## src/rtl/spi_arb_pkg.sv

```systemverilog
// rtl/spi_arb_pkg.sv - shared FSM encoding, default sizes and clog2 helper for spi_req_arbiter
// Contents:
//   arb_state_t      arbiter FSM state encoding
//   DEF_*            default parameter values for the arbiter
//   clog2()          ceiling log2, usable in constant expressions
package spi_arb_pkg;

   typedef enum logic [2:0] {
      ST_IDLE,
      ST_SETUP,
      ST_WAIT,
      ST_RESP,
      ST_HOLD
   } arb_state_t;

   localparam int DEF_NUM_REQ     = 4;
   localparam int DEF_DW          = 8;
   localparam int DEF_TIMEOUT_CYC = 64;

   function automatic int clog2(input int value);
      int r;
      r = 0;
      for (int v = value - 1; v > 0; v = v >> 1) begin
         r++;
      end
      return r;
   endfunction

endpackage

```

## src/rtl/rr_pick.sv

```systemverilog
// rtl/rr_pick.sv - combinational round-robin picker
// Ports:
//   req     in   NUM_REQ  request vector
//   ptr     in   IW       index with highest priority this round
//   onehot  out  NUM_REQ  one-hot winner, 0 when no request
//   idx     out  IW       winner index, 0 when no request
//   any     out  1        at least one request present
module rr_pick
   import spi_arb_pkg::*;
#(
   parameter int NUM_REQ = DEF_NUM_REQ,
   parameter int IW      = clog2(DEF_NUM_REQ)
)(
   input  logic [NUM_REQ-1:0] req,
   input  logic [IW-1:0]      ptr,
   output logic [NUM_REQ-1:0] onehot,
   output logic [IW-1:0]      idx,
   output logic               any
);

   // One spare bit so ptr+k never overflows before the wrap subtraction.
   logic [IW:0] pos;

   always_comb begin
      onehot = '0;
      idx    = '0;
      any    = 1'b0;
      pos    = '0;
      for (int k = 0; k < NUM_REQ; k++) begin
         pos = {1'b0, ptr} + (IW+1)'(k);
         if (pos >= (IW+1)'(NUM_REQ)) begin
            pos = pos - (IW+1)'(NUM_REQ);
         end
         if (!any && req[pos[IW-1:0]]) begin
            any                 = 1'b1;
            onehot[pos[IW-1:0]] = 1'b1;
            idx                 = pos[IW-1:0];
         end
      end
   end

endmodule

```

## src/rtl/spi_req_arbiter.sv

```systemverilog
// rtl/spi_req_arbiter.sv - round-robin arbiter sharing one SPI master between NUM_REQ requesters
// Ports:
//   clk, rst     clock; asynchronous active-high reset
//   req          per-requester level request
//   req_lock     keep grant/cs_n after the current transfer (burst)
//   tx_data      flat NUM_REQ*DW, slice i is requester i's byte
//   ack          one-cycle completion pulse for the owning requester
//   err          pulses with ack when the transfer was aborted by the watchdog
//   rx_data      received byte, meaningful in the ack cycle
//   grant        one-hot current owner, 0 when idle
//   cs_n         active-low slave selects, low exactly where grant is set
//   m_start      one-cycle start to the SPI master
//   m_tx_data    byte for the master, held for the whole transfer
//   m_abort      one-cycle abort to the master on watchdog expiry
//   m_done       master completion pulse
//   m_rx_data    master received byte, valid with m_done
module spi_req_arbiter
   import spi_arb_pkg::*;
#(
   parameter int NUM_REQ     = DEF_NUM_REQ,
   parameter int DW          = DEF_DW,
   parameter int TIMEOUT_CYC = DEF_TIMEOUT_CYC
)(
   input  logic                  clk,
   input  logic                  rst,
   input  logic [NUM_REQ-1:0]    req,
   input  logic [NUM_REQ-1:0]    req_lock,
   input  logic [NUM_REQ*DW-1:0] tx_data,
   output logic [NUM_REQ-1:0]    ack,
   output logic                  err,
   output logic [DW-1:0]         rx_data,
   output logic [NUM_REQ-1:0]    grant,
   output logic [NUM_REQ-1:0]    cs_n,
   output logic                  m_start,
   output logic [DW-1:0]         m_tx_data,
   output logic                  m_abort,
   input  logic                  m_done,
   input  logic [DW-1:0]         m_rx_data
);

   localparam int IW = clog2(NUM_REQ);
   localparam int TW = clog2(TIMEOUT_CYC);
   localparam logic [TW-1:0] TMAX = TW'(TIMEOUT_CYC - 1);

   arb_state_t           state_q, state_d;
   logic [NUM_REQ-1:0]   grant_q, grant_d;
   logic [IW-1:0]        gidx_q, gidx_d;
   logic [IW-1:0]        rr_ptr_q, rr_ptr_d;
   logic [TW-1:0]        timer_q, timer_d;
   logic [DW-1:0]        tx_q, tx_d;
   logic [DW-1:0]        rx_q, rx_d;
   logic                 err_q, err_d;

   logic [NUM_REQ-1:0]   pick_onehot;
   logic [IW-1:0]        pick_idx;
   logic                 pick_any;
   logic [DW-1:0]        pick_byte;
   logic [DW-1:0]        own_byte;

   rr_pick #(
      .NUM_REQ (NUM_REQ),
      .IW      (IW)
   ) u_rr_pick (
      .req    (req),
      .ptr    (rr_ptr_q),
      .onehot (pick_onehot),
      .idx    (pick_idx),
      .any    (pick_any)
   );

   // Byte of the arbitration winner (IDLE) and of the current owner (HOLD).
   always_comb begin
      pick_byte = '0;
      own_byte  = '0;
      for (int i = 0; i < NUM_REQ; i++) begin
         if (pick_idx == IW'(i)) pick_byte = tx_data[i*DW +: DW];
         if (gidx_q == IW'(i))   own_byte  = tx_data[i*DW +: DW];
      end
   end

   always_ff @(posedge clk or posedge rst) begin
      if (rst) begin
         state_q  <= ST_IDLE;
         grant_q  <= '0;
         gidx_q   <= '0;
         rr_ptr_q <= '0;
         timer_q  <= '0;
         tx_q     <= '0;
         rx_q     <= '0;
         err_q    <= 1'b0;
      end else begin
         state_q  <= state_d;
         grant_q  <= grant_d;
         gidx_q   <= gidx_d;
         rr_ptr_q <= rr_ptr_d;
         timer_q  <= timer_d;
         tx_q     <= tx_d;
         rx_q     <= rx_d;
         err_q    <= err_d;
      end
   end

   always_comb begin
      state_d  = state_q;
      grant_d  = grant_q;
      gidx_d   = gidx_q;
      rr_ptr_d = rr_ptr_q;
      timer_d  = timer_q;
      tx_d     = tx_q;
      rx_d     = rx_q;
      err_d    = err_q;
      m_start  = 1'b0;
      m_abort  = 1'b0;
      ack      = '0;
      err      = 1'b0;

      unique case (state_q)
         ST_IDLE: begin
            if (pick_any) begin
               grant_d = pick_onehot;
               gidx_d  = pick_idx;
               tx_d    = pick_byte;
               state_d = ST_SETUP;
            end
         end

         // One cycle of chip-select setup before the master is started.
         ST_SETUP: begin
            m_start = 1'b1;
            timer_d = '0;
            err_d   = 1'b0;
            state_d = ST_WAIT;
         end

         ST_WAIT: begin
            if (timer_q != TMAX) begin
               timer_d = timer_q + TW'(1);
            end
            // A completion arriving on the last allowed cycle still counts as success.
            if (m_done) begin
               rx_d    = m_rx_data;
               state_d = ST_RESP;
            end else if (timer_q == TMAX) begin
               m_abort = 1'b1;
               rx_d    = '0;
               err_d   = 1'b1;
               state_d = ST_RESP;
            end
         end

         ST_RESP: begin
            ack      = grant_q;
            err      = err_q;
            rr_ptr_d = (gidx_q == IW'(NUM_REQ - 1)) ? '0 : gidx_q + IW'(1);
            if (req_lock[gidx_q]) begin
               state_d = ST_HOLD;
            end else begin
               grant_d = '0;
               state_d = ST_IDLE;
            end
         end

         // Burst owner keeps the bus; nobody else is arbitrated until it lets go.
         ST_HOLD: begin
            if (req[gidx_q]) begin
               tx_d    = own_byte;
               state_d = ST_SETUP;
            end else if (!req_lock[gidx_q]) begin
               grant_d = '0;
               state_d = ST_IDLE;
            end
         end

         default: state_d = ST_IDLE;
      endcase
   end

   assign grant     = grant_q;
   assign cs_n      = ~grant_q;
   assign m_tx_data = tx_q;
   assign rx_data   = rx_q;

endmodule

```

## config.mk

```make
export PLATFORM = sky130hd
export DESIGN_NAME = spi_req_arbiter
export DESIGN_NICKNAME = d
export VERILOG_FILES = /design/src/rtl/spi_arb_pkg.sv /design/src/rtl/rr_pick.sv /design/src/rtl/spi_req_arbiter.sv
export SDC_FILE = /design/constraint.sdc
export NUM_CORES = 1
export LEC_CHECK = 0
export ABC_CLOCK_PERIOD_IN_PS = 4000
export BUFFER_PORTS_ARGS = -buffer_cell sky130_fd_sc_hd__buf_4
export CAP_MARGIN = 20
export CELL_PAD_IN_SITES_DETAIL_PLACEMENT = 0
export CELL_PAD_IN_SITES_GLOBAL_PLACEMENT = 1
export CORE_MARGIN = 5
export CORE_UTILIZATION = 38
export CTS_CLUSTER_DIAMETER = 80
export DETAILED_ROUTE_END_ITERATION = 10
export PLACE_DENSITY = 0.79
export SETUP_SLACK_MARGIN = 0.4
export SLEW_MARGIN = 20
export SYNTH_ARGS = -nofsm -noshare
export SYNTH_HDL_FRONTEND = slang
export SYNTH_SLANG_ARGS = --single-unit
```

## constraint.sdc

```tcl
create_clock -name clk -period 4 [get_ports clk]
set_input_delay 0.8 -clock clk [delete_from_list [all_inputs] [get_ports clk]]
set_output_delay 0.8 -clock clk [all_outputs]
set_load 0.01 [all_outputs]
```

==> qor.csv <==
metric,value,unit
outcome,finished clean,
cp.arrival,3310,ps
cts_resized,0,
avgViaCountPerCell,5.738,
synth-warning-count,0,
place_area,3229,sq um
criticalPathCategory,reg -> reg,
cts_sinks,34,
met1_usage,0.2396,
die_x,92.56,microns
max_freq,0.3221,GHz
syn_to_final_growth,30.00,%
power.share.clock,0.146,
slew_violations,0,
ir_drop,0.3767,mV
drtPass1Iterations,4,
synth-edff-count,0,
antenna_found_initial,0,
pin_count,82,
ctsHoldBuffers,0,
power_density,792.8,nW/um^2
fin_util,0.5011,
synth_xor_area_frac,0.01353,
synth.top_cell.area_share,0.3285,
whs_path_depth,1,
min-delay-start,err_q$_DFFE_PP0P_,
grt-ovfl-total,0,
clk-insertion-delay-late,290,ps
synthAdderAreaFrac,0.05314,
avgSynthCellArea,9.283,sq um
grt_pass1_wl,12.48,mm
dr.first_iter.drc_count,137,
cts_buffers,5,
top_usage_layer,met2,
setup_violations,0,
crit_path_end_kind,flip-flop,
ys_async_sr_fraction,1.000,
hp-class,reg -> reg,
drv_cap,0,
worst-r2r-setup-slack,900,ps
finalNetCount,416,
htreeDepth,2,
worst-r2r-cell-count,8,
rsz0062_at_grt,false,
fin_cells,435,
power.switching,1.198,mW
muxShareOfSynthArea,0.1068,
cp_max_fo,20,
fin_crit_sh,0.7762,
drcViolationCount,0,
multi_input_area,1592,sq um
ff_latch_area,850.8,sq um
max-slew-margin-rel,0.4316,
wl,7.426,mm
finalWeightedCongestion,0.8112,
synth.cell_area,2590,sq um
synth_largest_area_cell,dfrtp_1,
num_vias,2496,
p_int,1.471,mW
worstSetupStartpointType,flip-flop,
numPortBuffers,81,
fillers,635,
grt_max_degree,30,
initial_core_util,0.3855,
netlist_instances,279,
wl_per_cell,17.07,microns
dp_hpwl,5.660,mm
path_clk_slew,80,ps
holdWs,479.7,ps
die_h,92.56,microns
drive_gt1_frac,0.3070,
r2r-start,rr_ptr_q[1]$_DFFE_PP0N_,
critPathMaxStageDelay,640,ps
combPwrFrac,0.626,
coreArea,6719,sq um
leakage,1.575,nW
yosysSeqAreaShare,0.3285,
pwr-share-seq,0.229,
use_met2,0.2858,
synth_simple_gate_area_frac,0.1816,
synth_flop_cell,dfrtp_1,
synth_top_family_by_area,compound AO/OA/AOI/OAI gates,
diodes,0,
hold_viol,0,
min_period,3105,ps
dieArea,8566,sq um
ys_ff_latch,34,
worstPathCellList,inv_1 -> ha_1 -> mux4_2 -> o41ai_4 -> buf_4 -> and3_1 -> a31oi_1 -> o211ai_1,
tritoncts,yes,
ant_nets,0,
crit_required,4210,ps
p_sw_frac,0.4490,
synth_cell_type_count,48,
critPathSlowestCell,dfrtp_1,
final_area,3367,sq um
tns,0,ps
cts_setup_buffers,0,
rows,30,
grt_util_met3,0.04387,
syn-num-nets,341,
netlist_top_cells_area,"dfrtp_1, ha_1, mux4_2",
hold-path-endpoint,err_q$_DFFE_PP0P_,
grt_usage,0.1774,
worstMarginPinSlew,850.8,ps
dp.cells,427,
fin_skew,4.644,ps
synth-compound-area-share,0.2594,
regToRegEndpoint,m_tx_data[6]$_DFFE_PP0P_,
grt_pass1_vias,2523,
clockBufferDepth,2,
root_buffer,clkbuf_8,
==> kinds of logic after synthesis <==
logic type / count (synthesis)
XOR/XNOR: 4
buffers and inverters: 30
AND/OR/NAND/NOR: 92
adder cells (fa/ha/maj): 11
AO/OA/AOI/OAI: 88
flip-flops: 34
multiplexers: 20
==> worst max-delay path by stage <==
stage                             from                        to  slack (ps)  cells past startpoint
2_1_floorplan  rr_ptr_q[0]$_DFFE_PP0N_  m_tx_data[1]$_DFFE_PP0P_        1140                     11
3_3_place_gp   rr_ptr_q[1]$_DFFE_PP0N_  m_tx_data[1]$_DFFE_PP0P_         980                      6
3_5_place_dp   rr_ptr_q[1]$_DFFE_PP0N_  m_tx_data[7]$_DFFE_PP0P_         920                      6
4_1_cts        rr_ptr_q[1]$_DFFE_PP0N_  m_tx_data[6]$_DFFE_PP0P_         910                      8
5_1_grt        rr_ptr_q[1]$_DFFE_PP0N_  m_tx_data[0]$_DFFE_PP0P_         660                      8
6_report       rr_ptr_q[1]$_DFFE_PP0N_  m_tx_data[6]$_DFFE_PP0P_         900                      8
==> layer usage <==
metal / wire length (microns) / up-vias / part of all wire
met4: 37 / 0 / 0.0050
met2: 3599 / 82 / 0.48
met1: 3274 / 1200 / 0.44
met5: 0 / - / 0
li1: - / 1210 / -
met3: 514 / 4 / 0.069
==> layout by cell type (no fill, tap or decap), drive strengths merged, types with 9 or more instances in the layout <==
| cell type | n |
|---|---|
| buf | 85 |
| dfrtp | 34 |
| nand2 | 29 |
| nor2 | 18 |
| mux2i | 13 |
| inv | 13 |
| o21ai | 13 |
| nand3 | 12 |
| a221oi | 12 |
| ha | 11 |
| and3 | 10 |
| nor2b | 9 |
==> sequential cells by signal, indices dropped and copies added, names as in the netlist <==
signal	count
state_q	3
rx_data	8
timer_q	6
m_tx_data	8
err_q	1
grant	4
gidx_q	2
rr_ptr_q	2
==> stage by stage <==
stage	setup WS, ps	total power [mW]
2_1_floorplan	1141	1.815
6_report	895.1	2.669
3_3_place_gp	981.2	2.258
5_1_grt	656.6	2.882
3_5_place_dp	923.5	2.287
4_1_cts	911.0	2.682
==> cell type report <==
type / instances / area share
Multi-Input combinational cell: 215 / 0.4727
Sequential cell: 34 / 0.2527
Timing Repair Buffer: 85 / 0.1895
Tap cell: 80 / 0.02973
Clock buffer: 5 / 0.02044
Clock inverter: 3 / 0.02044
Inverter: 13 / 0.01449
==> cells in the mapped netlist, types with 3 or more instances <==
library cell,n
nor2b_1,9
nand2_1,27
buf_2,7
a211o_1,8
buf_6,3
nor2_1,18
o21ai_0,10
a21oi_1,8
o211ai_1,7
ha_1,11
o21a_1,3
and3_1,10
dfrtp_1,34
mux2i_1,13
inv_1,13
nand3b_1,3
clkbuf_1,5
xor2_1,4
a31oi_1,6
o22ai_1,4
a22oi_1,4
nand3_1,12
mux4_2,6
a22o_1,8
a221oi_1,12
o31ai_1,6
==> power by group through the flow <==
stage	clock, mW	combinational (mW)	sequential, mW
global placement	0	1.65	0.610
global route	0.406	1.85	0.631
finish	0.389	1.67	0.610
floorplan	0	1.20	0.617
CTS	0.393	1.68	0.611
detailed placement	0	1.67	0.616
==> worst max-delay path, delay by kind of cell, from the launching register on <==
family                   cells  cell delay (ps)
flip-flops                   1              640
AO/OA/AOI/OAI                3              610
multiplexers                 1              600
buffers and inverters        2              510
adder cells (fa/ha/maj)      1              450
AND/OR/NAND/NOR              1              190
Power figures use the tool's default switching activity.
